===== src/rtl/multicycle_control_unit.sv =====
// Multicycle RV32I control unit: FETCH/DECODE/EXEC/MEM/WB/TRAP sequencer.
// All outputs are registered. The registered values line up with the state
// shown on State. IRWrite therefore shows during the first DECODE cycle,
// which is the cycle that follows the IR latch edge.
module multicycle_control_unit #(
   parameter int EN_SLT      = 1,
   parameter int EN_JUMP     = 1,
   parameter int MEM_TIMEOUT = 15
) (
   input  logic        clk,
   input  logic        rst,
   input  logic [31:0] IWord,
   input  logic        IValid,
   input  logic        BEQ,
   input  logic        BLT,
   input  logic        MemReady,
   output logic        PCWrite,
   output logic        IRWrite,
   output logic        RegWEn,
   output logic        MemReq,
   output logic        MemRW,
   output logic        BrUn,
   output logic        ASel,
   output logic        BSel,
   output logic        PCSelect,
   output logic        Illegal,
   output logic [2:0]  ImmSel,
   output logic [1:0]  WBSel,
   output logic [3:0]  ALUOP,
   output logic [2:0]  State
);

   typedef enum logic [2:0] {
      S_FETCH  = 3'd0,
      S_DECODE = 3'd1,
      S_EXEC   = 3'd2,
      S_MEM    = 3'd3,
      S_WB     = 3'd4,
      S_TRAP   = 3'd5
   } state_t;

   localparam logic [3:0] ALU_AND   = 4'd1;
   localparam logic [3:0] ALU_OR    = 4'd2;
   localparam logic [3:0] ALU_XOR   = 4'd3;
   localparam logic [3:0] ALU_ADD   = 4'd4;
   localparam logic [3:0] ALU_SUB   = 4'd5;
   localparam logic [3:0] ALU_SRL   = 4'd6;
   localparam logic [3:0] ALU_SLL   = 4'd7;
   localparam logic [3:0] ALU_SRA   = 4'd8;
   localparam logic [3:0] ALU_SLT   = 4'd9;
   localparam logic [3:0] ALU_SLTU  = 4'd10;
   localparam logic [3:0] ALU_PASSB = 4'd11;

   localparam logic [6:0] OP_R      = 7'b0110011;
   localparam logic [6:0] OP_I      = 7'b0010011;
   localparam logic [6:0] OP_LOAD   = 7'b0000011;
   localparam logic [6:0] OP_STORE  = 7'b0100011;
   localparam logic [6:0] OP_BRANCH = 7'b1100011;
   localparam logic [6:0] OP_LUI    = 7'b0110111;
   localparam logic [6:0] OP_AUIPC  = 7'b0010111;
   localparam logic [6:0] OP_JAL    = 7'b1101111;
   localparam logic [6:0] OP_JALR   = 7'b1100111;

   localparam logic [7:0] WAIT_LAST = 8'(MEM_TIMEOUT - 1);
   localparam logic       SLT_ON    = (EN_SLT != 0);
   localparam logic       JUMP_ON   = (EN_JUMP != 0);

   state_t      state_reg;
   logic [31:0] ir_reg;
   logic [7:0]  wait_cnt_reg;

   logic [6:0] opcode;
   logic [2:0] funct3;
   logic [6:0] funct7;
   logic [4:0] rd;
   logic       rd_nonzero;

   logic       dec_legal;
   logic [3:0] dec_aluop;
   logic [2:0] dec_immsel;
   logic [1:0] dec_wbsel;
   logic       dec_asel;
   logic       dec_bsel;
   logic       dec_brun;
   logic       dec_load;
   logic       dec_store;
   logic       dec_branch;
   logic       dec_jump;
   logic       dec_wr;
   logic       br_taken;

   // Register-source fields are not needed by the controller.
   logic unused_fields;
   assign unused_fields = ^ir_reg[24:15];

   assign opcode     = ir_reg[6:0];
   assign rd         = ir_reg[11:7];
   assign funct3     = ir_reg[14:12];
   assign funct7     = ir_reg[31:25];
   assign rd_nonzero = (rd != 5'd0);
   assign State      = state_reg;

   // Instruction decode, driven only from the latched IR.
   always_comb begin
      dec_legal  = 1'b0;
      dec_aluop  = 4'd0;
      dec_immsel = 3'd0;
      dec_wbsel  = 2'd1;
      dec_asel   = 1'b0;
      dec_bsel   = 1'b1;
      dec_brun   = 1'b0;
      dec_load   = 1'b0;
      dec_store  = 1'b0;
      dec_branch = 1'b0;
      dec_jump   = 1'b0;
      dec_wr     = 1'b0;
      case (opcode)
         OP_R, OP_I: begin
            dec_bsel = (opcode == OP_I);
            dec_wr   = 1'b1;
            // funct7 only qualifies I-type shifts; other I-ops carry immediate bits there
            dec_legal = (opcode == OP_I) || (funct7 == 7'h00) ||
                        ((funct7 == 7'h20) && ((funct3 == 3'd0) || (funct3 == 3'd5)));
            case (funct3)
               3'd0: dec_aluop = (opcode == OP_R && funct7 == 7'h20) ? ALU_SUB : ALU_ADD;
               3'd1: begin
                  dec_aluop = ALU_SLL;
                  if (funct7 != 7'h00) dec_legal = 1'b0;
               end
               3'd2: begin
                  dec_aluop = ALU_SLT;
                  if (!SLT_ON) dec_legal = 1'b0;
               end
               3'd3: begin
                  dec_aluop = ALU_SLTU;
                  if (!SLT_ON) dec_legal = 1'b0;
               end
               3'd4: dec_aluop = ALU_XOR;
               3'd5: begin
                  dec_aluop = ir_reg[30] ? ALU_SRA : ALU_SRL;
                  if (funct7 != 7'h00 && funct7 != 7'h20) dec_legal = 1'b0;
               end
               3'd6: dec_aluop = ALU_OR;
               default: dec_aluop = ALU_AND;
            endcase
         end
         OP_LOAD: begin
            dec_legal = (funct3 != 3'd3) && (funct3 != 3'd6) && (funct3 != 3'd7);
            dec_aluop = ALU_ADD;
            dec_wbsel = 2'd0;
            dec_load  = 1'b1;
            dec_wr    = 1'b1;
         end
         OP_STORE: begin
            dec_legal  = (funct3 <= 3'd2);
            dec_aluop  = ALU_ADD;
            dec_immsel = 3'd1;
            dec_store  = 1'b1;
         end
         OP_BRANCH: begin
            dec_legal  = (funct3 != 3'd2) && (funct3 != 3'd3);
            dec_aluop  = ALU_ADD;
            dec_immsel = 3'd2;
            dec_asel   = 1'b1;
            dec_brun   = funct3[1];
            dec_branch = 1'b1;
         end
         OP_LUI: begin
            dec_legal  = JUMP_ON;
            dec_aluop  = ALU_PASSB;
            dec_immsel = 3'd3;
            dec_wr     = 1'b1;
         end
         OP_AUIPC: begin
            dec_legal  = JUMP_ON;
            dec_aluop  = ALU_ADD;
            dec_immsel = 3'd3;
            dec_asel   = 1'b1;
            dec_wr     = 1'b1;
         end
         OP_JAL: begin
            dec_legal  = JUMP_ON;
            dec_aluop  = ALU_ADD;
            dec_immsel = 3'd4;
            dec_asel   = 1'b1;
            dec_wbsel  = 2'd2;
            dec_jump   = 1'b1;
            dec_wr     = 1'b1;
         end
         OP_JALR: begin
            dec_legal  = JUMP_ON && (funct3 == 3'd0);
            dec_aluop  = ALU_ADD;
            dec_wbsel  = 2'd2;
            dec_jump   = 1'b1;
            dec_wr     = 1'b1;
         end
         default: dec_legal = 1'b0;
      endcase
   end

   // Branch outcome from comparator flags: funct3[0] inverts, funct3[2] picks BLT.
   always_comb begin
      br_taken = (funct3[2] ? BLT : BEQ) ^ funct3[0];
   end

   // Main sequencer with registered control outputs.
   always_ff @(posedge clk or posedge rst) begin
      if (rst) begin
         state_reg    <= S_FETCH;
         ir_reg       <= 32'h0000_0013;
         wait_cnt_reg <= 8'd0;
         PCWrite      <= 1'b0;
         IRWrite      <= 1'b0;
         RegWEn       <= 1'b0;
         MemReq       <= 1'b0;
         MemRW        <= 1'b0;
         BrUn         <= 1'b0;
         ASel         <= 1'b0;
         BSel         <= 1'b0;
         PCSelect     <= 1'b0;
         Illegal      <= 1'b0;
         ImmSel       <= 3'd0;
         WBSel        <= 2'd0;
         ALUOP        <= 4'd0;
      end else begin
         PCWrite <= 1'b0;
         IRWrite <= 1'b0;
         RegWEn  <= 1'b0;
         case (state_reg)
            S_FETCH: begin
               BrUn     <= 1'b0;
               ASel     <= 1'b0;
               BSel     <= 1'b0;
               PCSelect <= 1'b0;
               ImmSel   <= 3'd0;
               WBSel    <= 2'd0;
               ALUOP    <= 4'd0;
               if (IValid) begin
                  ir_reg    <= IWord;
                  IRWrite   <= 1'b1;
                  state_reg <= S_DECODE;
               end
            end
            S_DECODE: begin
               if (!dec_legal) begin
                  Illegal   <= 1'b1;
                  state_reg <= S_TRAP;
               end else begin
                  ALUOP     <= dec_aluop;
                  ImmSel    <= dec_immsel;
                  WBSel     <= dec_wbsel;
                  ASel      <= dec_asel;
                  BSel      <= dec_bsel;
                  BrUn      <= dec_brun;
                  PCSelect  <= dec_branch ? br_taken : dec_jump;
                  PCWrite   <= dec_branch;
                  state_reg <= S_EXEC;
               end
            end
            S_EXEC: begin
               if (dec_load || dec_store) begin
                  MemReq       <= 1'b1;
                  MemRW        <= dec_store;
                  wait_cnt_reg <= 8'd0;
                  state_reg    <= S_MEM;
               end else if (dec_branch) begin
                  PCSelect  <= 1'b0;
                  state_reg <= S_FETCH;
               end else begin
                  RegWEn    <= dec_wr && rd_nonzero;
                  PCWrite   <= 1'b1;
                  state_reg <= S_WB;
               end
            end
            S_MEM: begin
               if (MemReady) begin
                  MemReq  <= 1'b0;
                  MemRW   <= 1'b0;
                  PCWrite <= 1'b1;
                  if (dec_store) begin
                     state_reg <= S_FETCH;
                  end else begin
                     RegWEn    <= rd_nonzero;
                     state_reg <= S_WB;
                  end
               end else if (wait_cnt_reg == WAIT_LAST) begin
                  MemReq    <= 1'b0;
                  MemRW     <= 1'b0;
                  Illegal   <= 1'b1;
                  state_reg <= S_TRAP;
               end else begin
                  wait_cnt_reg <= wait_cnt_reg + 8'd1;
               end
            end
            S_WB: begin
               state_reg <= S_FETCH;
            end
            default: begin
               // TRAP, and any unreachable encoding, parks here until reset.
               MemReq    <= 1'b0;
               MemRW     <= 1'b0;
               Illegal   <= 1'b1;
               state_reg <= S_TRAP;
            end
         endcase
      end
   end

endmodule


===== config.mk =====
export PLATFORM = sky130hd
export DESIGN_NAME = multicycle_control_unit
export DESIGN_NICKNAME = d
export VERILOG_FILES = /design/src/rtl/multicycle_control_unit.sv
export SDC_FILE = /design/constraint.sdc
export NUM_CORES = 1
export LEC_CHECK = 0
export CORE_ASPECT_RATIO = 2
export CORE_MARGIN = 5
export CORE_UTILIZATION = 40
export DETAILED_ROUTE_END_ITERATION = 10
export PLACE_DENSITY = 0.78
export SLEW_MARGIN = 20
export SYNTH_ARGS = -nofsm -noshare
export SYNTH_HDL_FRONTEND = slang
export SYNTH_SLANG_ARGS = --single-unit

===== constraint.sdc =====
create_clock -name clk -period 2.4 [get_ports clk]
set_clock_uncertainty 0.2 [all_clocks]
set_input_delay 0.24 -clock clk [delete_from_list [all_inputs] [get_ports clk]]
set_output_delay 0.24 -clock clk [all_outputs]
set_load 0.005 [all_outputs]

==> impl_metrics.toml, run 1 <==
[logic_synthesis]
synth_area_um2 = 2680
ys.flop_type = "dfrtp_1"
yosysWarnings = 0
syn_area_per_cell_um2 = 10.3
ys_types = 54
synth_nets = 301
syn_inst = 261
synth_enable_flop_cells = 0
synth_seq_cells = 52
ys_seq_area_frac = 0.487
async_flop_share = 1.00

[timing]
fmax_ghz = 0.429
hold_violations = 0
min_period_over_period = 0.972
period_needed_ns = 2.33
setup_ws_ns = 0.0665
rsz0062_at_grt = "false"
max-slew-margin-rel = 0.661
setup_viol = 0
hold_ws_ns = 0.0634
worst_slew_pin_slew_ns = 0.507
setup-tns-final_ns = 0
slew_viol_final = 0

[worst_setup_path]
worstPathCellList = "or4_1, nor3_2, and3_4, nor3_4, or2_2, o21ai_0"
worst_setup_path_start_kind = "register"
criticalPathCategory = "register to register"
slowest_stage = "or4_1"
critical-path-top-delay-family = "simple AND/OR/NAND/NOR gates"
crit_path_end_kind = "register"
critPathMaxStageDelay_ns = 0.55
cp.required_ns = 2.41
arrival_ns = 2.35
crit_buf_inv = 0
crit_path_max_fanout = 13

[cts]
cts_buffers = 5
cts-root-buf = "clkbuf_16"
clock_sinks = 52
clkTransAtPathRegs_ns = 0.07
htree_levels = 2
worst_skew_pair.late_latency_ns = 0.30
cts_tree = "yes"
clk_path_buf_depth = 2

[drt]
drc = 0
viasPerCell = 5.23
postRouteAntennaNets = 0
drt_iter0_markers = 94
avgRoutedWirePerCell_um = 15.7
drt_wl_total_um = 6530
first_pass_iters = 4
dr_total_vias = 2174

[floorplan]
fp.dieArea_um2 = 8540
die_h_um = 126
start_util = 0.408
std_cell_rows = 42
die_w_um = 67.9
io_pins = 60
core_area_um2 = 6570

[global_route]
antenna_found_initial = 0
grt_pass1_wl_um = 11100
grt_usage = 0.173
grt_max_degree = 25
grt_pass1_vias = 2307
grt-ovfl-total = 0

[placement]
post-place-ws_ns = -0.0545
dp_hpwl_um = 5300
placed_cell_area_um2 = 3400
io_buffers = 49
gp_congestion = 0.920

[cells_and_area]
drive_gt1_frac = 0.220
num_antenna_cells = 0
final_cell_mix = "dfrtp_1, clkdlybuf4s50_1, nand2_1, buf_4"
layout.nets = 367
design_area_um2 = 3580
largest_reg_flops = 22
syn_to_final_growth_pct = 33.6

[worst_hold_path]
hold_class = "input port to asynchronous set/reset pin"

[run_status]
outcome = "finished, final reports clean"

[power_and_ir_drop]
p_leak_uw = 0.00154
power-per-cell-area_nw_per_um2 = 1050
max-vdd-ir-drop_uv = 624
fin_total_pwr_uw = 3770

[job]
cap_violations = 0
==> layout make-up <==
cell class	instances	area [um^2]
clock inverters	2	38.8
well taps	88	110
fillers	594	2990
inverters	5	18.8
clock buffers	6	129
repair buffers	74	678
multi-input cells	189	1300
flip-flops and latches	52	1310
==> timing repair <==
item | 4_1_cts | 5_1_grt
gates resized for setup | 1 | 1
hold buffers | 0 | 0
setup buffers | 0 | 0
setup endpoints to repair | 11 | 4
==> worst reg2reg max path, stage by stage, from the launching register on <==
cell and delay, ns:
dfrtp_1 0.37, or4_1 0.55, nor3_2 0.22, and3_4 0.27
nor3_4 0.09, or2_2 0.36, o21ai_0 0.20
==> cell usage after synthesis, drive strengths merged, types with 2 or more instances <==
| cell | number | area, um^2 |
|---|---|---|
| o31ai | 5 | 37.5 |
| clkbuf | 9 | 33.8 |
| a31o | 2 | 17.5 |
| nor2 | 14 | 52.6 |
| a21boi | 2 | 15.0 |
| o21a | 2 | 15.0 |
| nor2b | 2 | 12.5 |
| dfrtp | 49 | 1230 |
| mux2 | 21 | 236 |
| buf | 6 | 32.5 |
| a21oi | 11 | 55.1 |
| and3 | 6 | 43.8 |
| nand3 | 5 | 25.0 |
| xor2 | 7 | 61.3 |
| and2 | 4 | 25.0 |
| nand4 | 7 | 50.1 |
| o21ai | 22 | 110 |
| a31oi | 2 | 12.5 |
| dfstp | 3 | 78.8 |
| nor3 | 12 | 75.1 |
| mux2i | 2 | 20.0 |
| nand2 | 31 | 116 |
| o311ai | 2 | 17.5 |
| o211ai | 2 | 15.0 |
| inv | 5 | 18.8 |
| or2 | 2 | 12.5 |
| ha | 2 | 25.0 |
| nand2b | 6 | 45.0 |
| nand4b | 2 | 17.5 |
==> per-stage QoR <==
stage | cells | util
after detailed placement | 408 | 0.518
after CTS | 416 | 0.544
after global routing | 416 | 0.545
final | 416 | 0.545
after floorplan | 261 | -
after global placement | 408 | 0.518
==> final timing paths <==
path / start / to / slack, ns / cells after the start
worst max register to register: ir_reg[29] / BrUn / 0.07 / 6
worst min-delay path: rst / BSel / 0.06 / 2
min in group clk: ImmSel[0] / ImmSel[0] / 0.28 / 2
worst min register to register: ImmSel[0] / ImmSel[0] / 0.28 / 2
max in group asynchronous: rst / ir_reg[1] / 1.30 / 3
worst max-delay path: ir_reg[29] / BrUn / 0.07 / 6
==> cell families after synthesis <==
logic type,share of synthesized area
and+or+nand+nor,0.192
AOI/OAI and AO/OA,0.157
DFF,0.487
muxes,0.0957
buffers and inverters,0.0317
xor gates and xnor gates,0.0229
adders and majority gates,0.0131
==> metal layers <==
layer  wire [um]  vias up  track usage
met5           0        -            0
met4         266        0       0.0891
met3         258       15       0.0428
met2        3690       41        0.310
met1        2310     1040        0.176
li1            -     1078            -
==> power breakdown <==
group          internal [uW]  switching (uW)  leakage, uW  total, uW
Sequential              1170             269     0.000661       1440
Combinational            795             725     0.000795       1520
Clock                    496             318    0.0000815        814
Total                   2460            1310      0.00154       3770
Note: power is estimated with default switching activity, not from simulation.
==> run 2: changes to the inputs <==
CTS_CLUSTER_DIAMETER = 150   (was unset)
SKIP_LAST_GASP = 1   (was unset)
==> results of run 2 <==
Final layout, timing and power as in run 1 (identical DEF).
